<file path="src/rtl/uart_frame_sequencer.sv">
// uart_frame_sequencer
// Collects NUM_BYTES received bytes into a frame buffer, waits for a debounced
// button press, then replays the frame through the UART transmitter in arrival
// order using a start/busy handshake.
// Optional build macro: UART_SEQ_CKSUM_EN appends one XOR checksum byte
// to every replayed frame.
//
// state     | meaning
// ----------+----------------------------------------------------------
// FILL      | storing bytes from the receiver
// FULL      | frame complete, waiting for a button press
// SEND      | waiting for an idle transmitter, then pulsing tx_start
// WAIT_ACK  | waiting for the transmitter to raise tx_busy
// WAIT_DONE | waiting for tx_busy to fall, then next byte or back to FILL

module uart_frame_sequencer #(
    parameter int NUM_BYTES = 8,
    parameter int THRESHOLD = 20
) (
    input  logic       clk,
    input  logic       rst,
    input  logic       btn,
    input  logic       rx_valid,
    input  logic [7:0] rx_data,
    input  logic       tx_busy,
    output logic       tx_start,
    output logic [7:0] tx_data,
    output logic       frame_full,
    output logic       sending,
    output logic       overflow,
    output logic [4:0] byte_cnt
);
    localparam int AW = (NUM_BYTES > 1) ? $clog2(NUM_BYTES) : 1;
    localparam int DW = $clog2(THRESHOLD + 1);
    localparam logic [4:0]    LAST_DATA = 5'(NUM_BYTES - 1);
`ifdef UART_SEQ_CKSUM_EN
    localparam logic [4:0]    LAST_IDX  = 5'(NUM_BYTES);
`else
    localparam logic [4:0]    LAST_IDX  = 5'(NUM_BYTES - 1);
`endif
    localparam logic [DW-1:0] DEB_MAX   = DW'(THRESHOLD);
    localparam logic [DW-1:0] DEB_PRE   = DW'(THRESHOLD - 1);

    typedef enum logic [2:0] {
        S_FILL,
        S_FULL,
        S_SEND,
        S_WAIT_ACK,
        S_WAIT_DONE
    } state_t;

    state_t        state, state_nxt;
    logic [7:0]    buf_mem [NUM_BYTES];
    logic [DW-1:0] deb_cnt;
    logic          press;
    logic          store;
    logic          last_byte;
    logic [AW-1:0] rd_idx;
    logic [7:0]    nxt_byte;

    assign store      = (state == S_FILL) && rx_valid;
    assign last_byte  = (byte_cnt == LAST_IDX);
    assign rd_idx     = byte_cnt[AW-1:0] + 1'b1;
    assign frame_full = (state == S_FULL);
    assign sending    = (state == S_SEND) || (state == S_WAIT_ACK) || (state == S_WAIT_DONE);

`ifdef UART_SEQ_CKSUM_EN
    logic [7:0] cksum;

    // The byte after the last data byte is the running XOR of the frame
    assign nxt_byte = (byte_cnt == LAST_DATA) ? cksum : buf_mem[rd_idx];

    // Running XOR of stored bytes, cleared whenever the block re-enters FILL
    always_ff @(posedge clk) begin
        if (rst) begin
            cksum <= 8'h00;
        end else if (state == S_WAIT_DONE && state_nxt == S_FILL) begin
            cksum <= 8'h00;
        end else if (store) begin
            cksum <= cksum ^ rx_data;
        end
    end
`else
    assign nxt_byte = buf_mem[rd_idx];
`endif

    // Debounce: count consecutive high samples, saturate, pulse once on reaching THRESHOLD
    always_ff @(posedge clk) begin
        if (rst) begin
            deb_cnt <= '0;
            press   <= 1'b0;
        end else begin
            press <= btn && (deb_cnt == DEB_PRE);
            if (!btn) begin
                deb_cnt <= '0;
            end else if (deb_cnt != DEB_MAX) begin
                deb_cnt <= deb_cnt + 1'b1;
            end
        end
    end

    // Frame buffer write; contents survive reset on purpose
    always_ff @(posedge clk) begin
        if (store && !rst) begin
            buf_mem[byte_cnt[AW-1:0]] <= rx_data;
        end
    end

    // State register
    always_ff @(posedge clk) begin
        if (rst) begin
            state <= S_FILL;
        end else begin
            state <= state_nxt;
        end
    end

    // Next-state decode; tx_start is issued straight from SEND so a press reaches the wire next cycle
    always_comb begin
        state_nxt = state;
        tx_start  = 1'b0;
        case (state)
            S_FILL: begin
                if (rx_valid && byte_cnt == LAST_DATA) state_nxt = S_FULL;
            end
            S_FULL: begin
                if (press) state_nxt = S_SEND;
            end
            S_SEND: begin
                if (!tx_busy) begin
                    tx_start  = 1'b1;
                    state_nxt = S_WAIT_ACK;
                end
            end
            S_WAIT_ACK: begin
                if (tx_busy) state_nxt = S_WAIT_DONE;
            end
            S_WAIT_DONE: begin
                if (!tx_busy) state_nxt = last_byte ? S_FILL : S_SEND;
            end
            default: state_nxt = S_FILL;
        endcase
    end

    // Byte count / send index, outgoing byte register and sticky overflow
    always_ff @(posedge clk) begin
        if (rst) begin
            byte_cnt <= '0;
            tx_data  <= 8'h00;
            overflow <= 1'b0;
        end else begin
            if (rx_valid && state != S_FILL) overflow <= 1'b1;
            case (state)
                S_FILL: begin
                    if (rx_valid) byte_cnt <= byte_cnt + 5'd1;
                end
                S_FULL: begin
                    if (press) begin
                        byte_cnt <= '0;
                        tx_data  <= buf_mem[0];
                    end
                end
                S_WAIT_DONE: begin
                    if (!tx_busy) begin
                        if (last_byte) begin
                            byte_cnt <= '0;
                        end else begin
                            byte_cnt <= byte_cnt + 5'd1;
                            tx_data  <= nxt_byte;
                        end
                    end
                end
                default: ;
            endcase
        end
    end

endmodule

</file>
<file path="config.mk">
export PLATFORM = sky130hd
export DESIGN_NAME = uart_frame_sequencer
export DESIGN_NICKNAME = d
export VERILOG_FILES = /design/src/rtl/uart_frame_sequencer.sv
export SDC_FILE = /design/constraint.sdc
export NUM_CORES = 1
export LEC_CHECK = 0
export ABC_AREA = 0
export ABC_CLOCK_PERIOD_IN_PS = 4150
export BUFFER_PORTS_ARGS = -buffer_cell sky130_fd_sc_hd__buf_2
export CORE_ASPECT_RATIO = 0.6
export CORE_MARGIN = 4
export CORE_UTILIZATION = 42
export CTS_CLUSTER_SIZE = 28
export DETAILED_ROUTE_END_ITERATION = 10
export SYNTH_ARGS = -nofsm -noshare
export SYNTH_HDL_FRONTEND = slang
export SYNTH_SLANG_ARGS = --single-unit
export TNS_END_PERCENT = 1
</file>
<file path="constraint.sdc">
create_clock -name clk -period 4.15 [get_ports clk]
set_input_delay 0 -clock clk [delete_from_list [all_inputs] [get_ports clk]]
set_output_delay 0 -clock clk [all_outputs]
set_load 0.02 [all_outputs]
</file>
==> results.tsv <==
metric	value	unit
status	finished clean	
number of synthesized flops with an enable pin	64	
port bufs	29	
Crit Path Class	flop to flop	
sequential fraction of the synthesis area	0.660	
GRT Overall Usage	0.163	
Initial DRC Count	145	
Final Net Count	293	
DRT antenna net count	0	
pwr/cell area	451	mW/mm^2
CP delay by family, top	adder cells	
core area	0.00810	sq mm
Worst EP required	4350	ps
slowest cell on the critical path	ha_1	
clock latency on the worst-skew pair	330	ps
Post-Route Hold Slack	24.0	ps
critical-path maximum fanout	17	
filler cell count	673	
FMAX	383	MHz
CTS root buf	clkbuf_16	
Hold Crit Start	tx_busy	
prevailing post-synth register cell	edfxtp_1	
Final min period	2610	ps
largest net degree at the start of global routing	18	
Net Count, Synth	253	
total number of vias	2115	
Die ar.	0.0102	sq mm
Max-slew headroom	0.244	
layout cell share with drive strength beyond 1	0.227	
Post-CTS Setup Inserts	0	
Row Count	25	
vias in the first global route	2049	
CTS clk-pin slew, worst paths	60	ps
end of the worst hold path	state[0]	
final setup TNS	0	ps
Detail Placement HPWL	4950	um
Slew Limit Fails	0	
crit path DAT	2820	ps
R2R cell count	4	
FFs w/ async S/R, synth	0	
Max-cap violations	0	
R2R Setup Slk	1540	ps
First-pass DRT Iterations	4	
DRC	0	
Bufs on Longest Clock Path	2	
#FFs+latches synth	87	
# hold bufs at CTS	9	
Final period util	0.630	
Cells after Synth	237	
cell accounting for the most synthesized area	edfxtp_1	
Least-Margin Pin Slew	1130	ps
clock sinks	87	
starting density of the core	0.446	
P_leak	1.42	nW
GR Overflow Total	0	
startpoint types	flop	
RR Startpoint	byte_cnt[0]	
main area contributors after synthesis	edfxtp_1 53%, dfxtp_1 13%, mux4_2 10%, nand4b_1 2.2%, o221ai_1 1.9%	
Num CTS Buffers	9	
count leader, synth	edfxtp_1	
class of the worst hold path	input pin to flop	
CP max stage delay	980	ps
Post-CTS Resized	0	
TritonCTS clock tree	built	
Syn Area/Cell	15.2	sq um
die extent in y	79.8	um
cells along the critical path	ha_1, mux4_2, nand4b_1, o221ai_1	
count of cell types in the netlist	43	
clock skew	4.10	ps
cell area after synthesis	0.00361	sq mm
hold depth	2	
CP endpoint kind	flop	
WP buf/inv	0	
DR WL/cell	19.5	um
initial antenna violation count	0	
first-pass GRT wire length	12000	um
die width	128	um
drt total wl	7590	um
Hold Fails Final Rpt	0	
Max IR drop VDD	0.228	mV
RSZ-0062 raised after global routing	false	
area growth from synthesis to layout	16.3	%
# diodes	0	
# setup viols final	0	
drt via density	5.42	
Synth top cells by count	64 x edfxtp_1, 23 x dfxtp_1, 17 x nor2_1, 16 x mux4_2, 12 x inv_1	
Clock H-tree levels	3	
Final GP Congestion	0.773	
synth warn	0	
worst r2r dst	tx_data[2]	
Yosys top cell area share	0.532	
Ports	30	
-- layout make-up --
| class | instances | area [sq um] | share of cell area |
|---|---|---|---|
| inverter | 12 | 45.0 | 0.0107 |
| tap | 108 | 135 | 0.0322 |
| multi-input combinational | 126 | 1120 | 0.267 |
| sequential | 87 | 2380 | 0.568 |
| clock inverter | 3 | 13.8 | 0.00328 |
| clock buffer | 13 | 240 | 0.0572 |
| timing repair buffer | 41 | 258 | 0.0614 |
-- cells by family after synthesis --
family          synth area share
mux                        0.103
buf+inv                   0.0305
xor+xnor                  0.0146
flops                      0.660
fa+ha+maj                 0.0104
compound gates            0.0700
simple gates               0.112
-- how the worst max path moves through the flow --
stage                 from            end  slack (ps)  cells past startpoint
2_1_floorplan  byte_cnt[1]     tx_data[0]        2030                      6
3_3_place_gp   byte_cnt[0]     tx_data[2]        1550                      4
3_5_place_dp   byte_cnt[0]     tx_data[2]        1480                      4
4_1_cts           state[0]  buf_mem[2][7]        1470                      4
5_1_grt        byte_cnt[0]     tx_data[2]        1320                      4
6_report       byte_cnt[0]     tx_data[2]        1540                      4
-- worst register-to-register path, delay by kind of cell, from the launching register on --
family,cells,cell delay (ps)
multiplexers,1,620
AO/OA/AOI/OAI,1,120
adder cells (fa/ha/maj),1,980
flip-flops,1,620
AND/OR/NAND/NOR,1,140
-- cells in the final DEF, fill, tap and decap left out, types with 9 or more instances in the layout --
master         synthesis  routed
mux4_2                16      16
nor2_1                17      17
nand4b_1               9       9
edfxtp_1              64      64
dfxtp_1               23      23
dlygate4sd3_1          0       9
a21oi_1                9       9
inv_1                 12      12
clkbuf_16              0       9
buf_2                  3      29
-- report_power, final --
part | internal, mW | total (mW) | leakage [nW] | switching [mW]
sequential | 0.955 | 0.978 | 0.764 | 0.0236
clock | 0.402 | 0.698 | 0.125 | 0.296
combinational | 0.107 | 0.218 | 0.531 | 0.112
-- sequential cells by signal (all words and copies together), names as in the netlist --
signal    flops
overflow      1
press         1
byte_cnt      5
state         3
deb_cnt       5
buf_mem      64
tx_data       8
-- metrics by stage --
stage / instance area (sq um) / total power, mW / utilization / setup slack, ps / std cells
final: 4200 / 1.89 / 0.518 / 1540 / 390
after global routing: 4200 / 1.98 / 0.518 / 1320 / 390
after CTS: 4200 / 1.92 / 0.518 / 1470 / 390
after detailed placement: 3850 / 1.21 / 0.476 / 1480 / 365
after global placement: 3850 / 1.21 / 0.476 / 1550 / 365
after floorplan: 3610 / 1.15 / - / 2030 / 237
-- routing by layer --
metal	wire length, um	part of all wire	GRT usage
met1	3890	0.51	0.240
met5	0	0	0
met2	3050	0.40	0.214
met4	100	0.013	0.0572
met3	557	0.073	0.0662
Note: power is estimated with default switching activity, not from simulation.
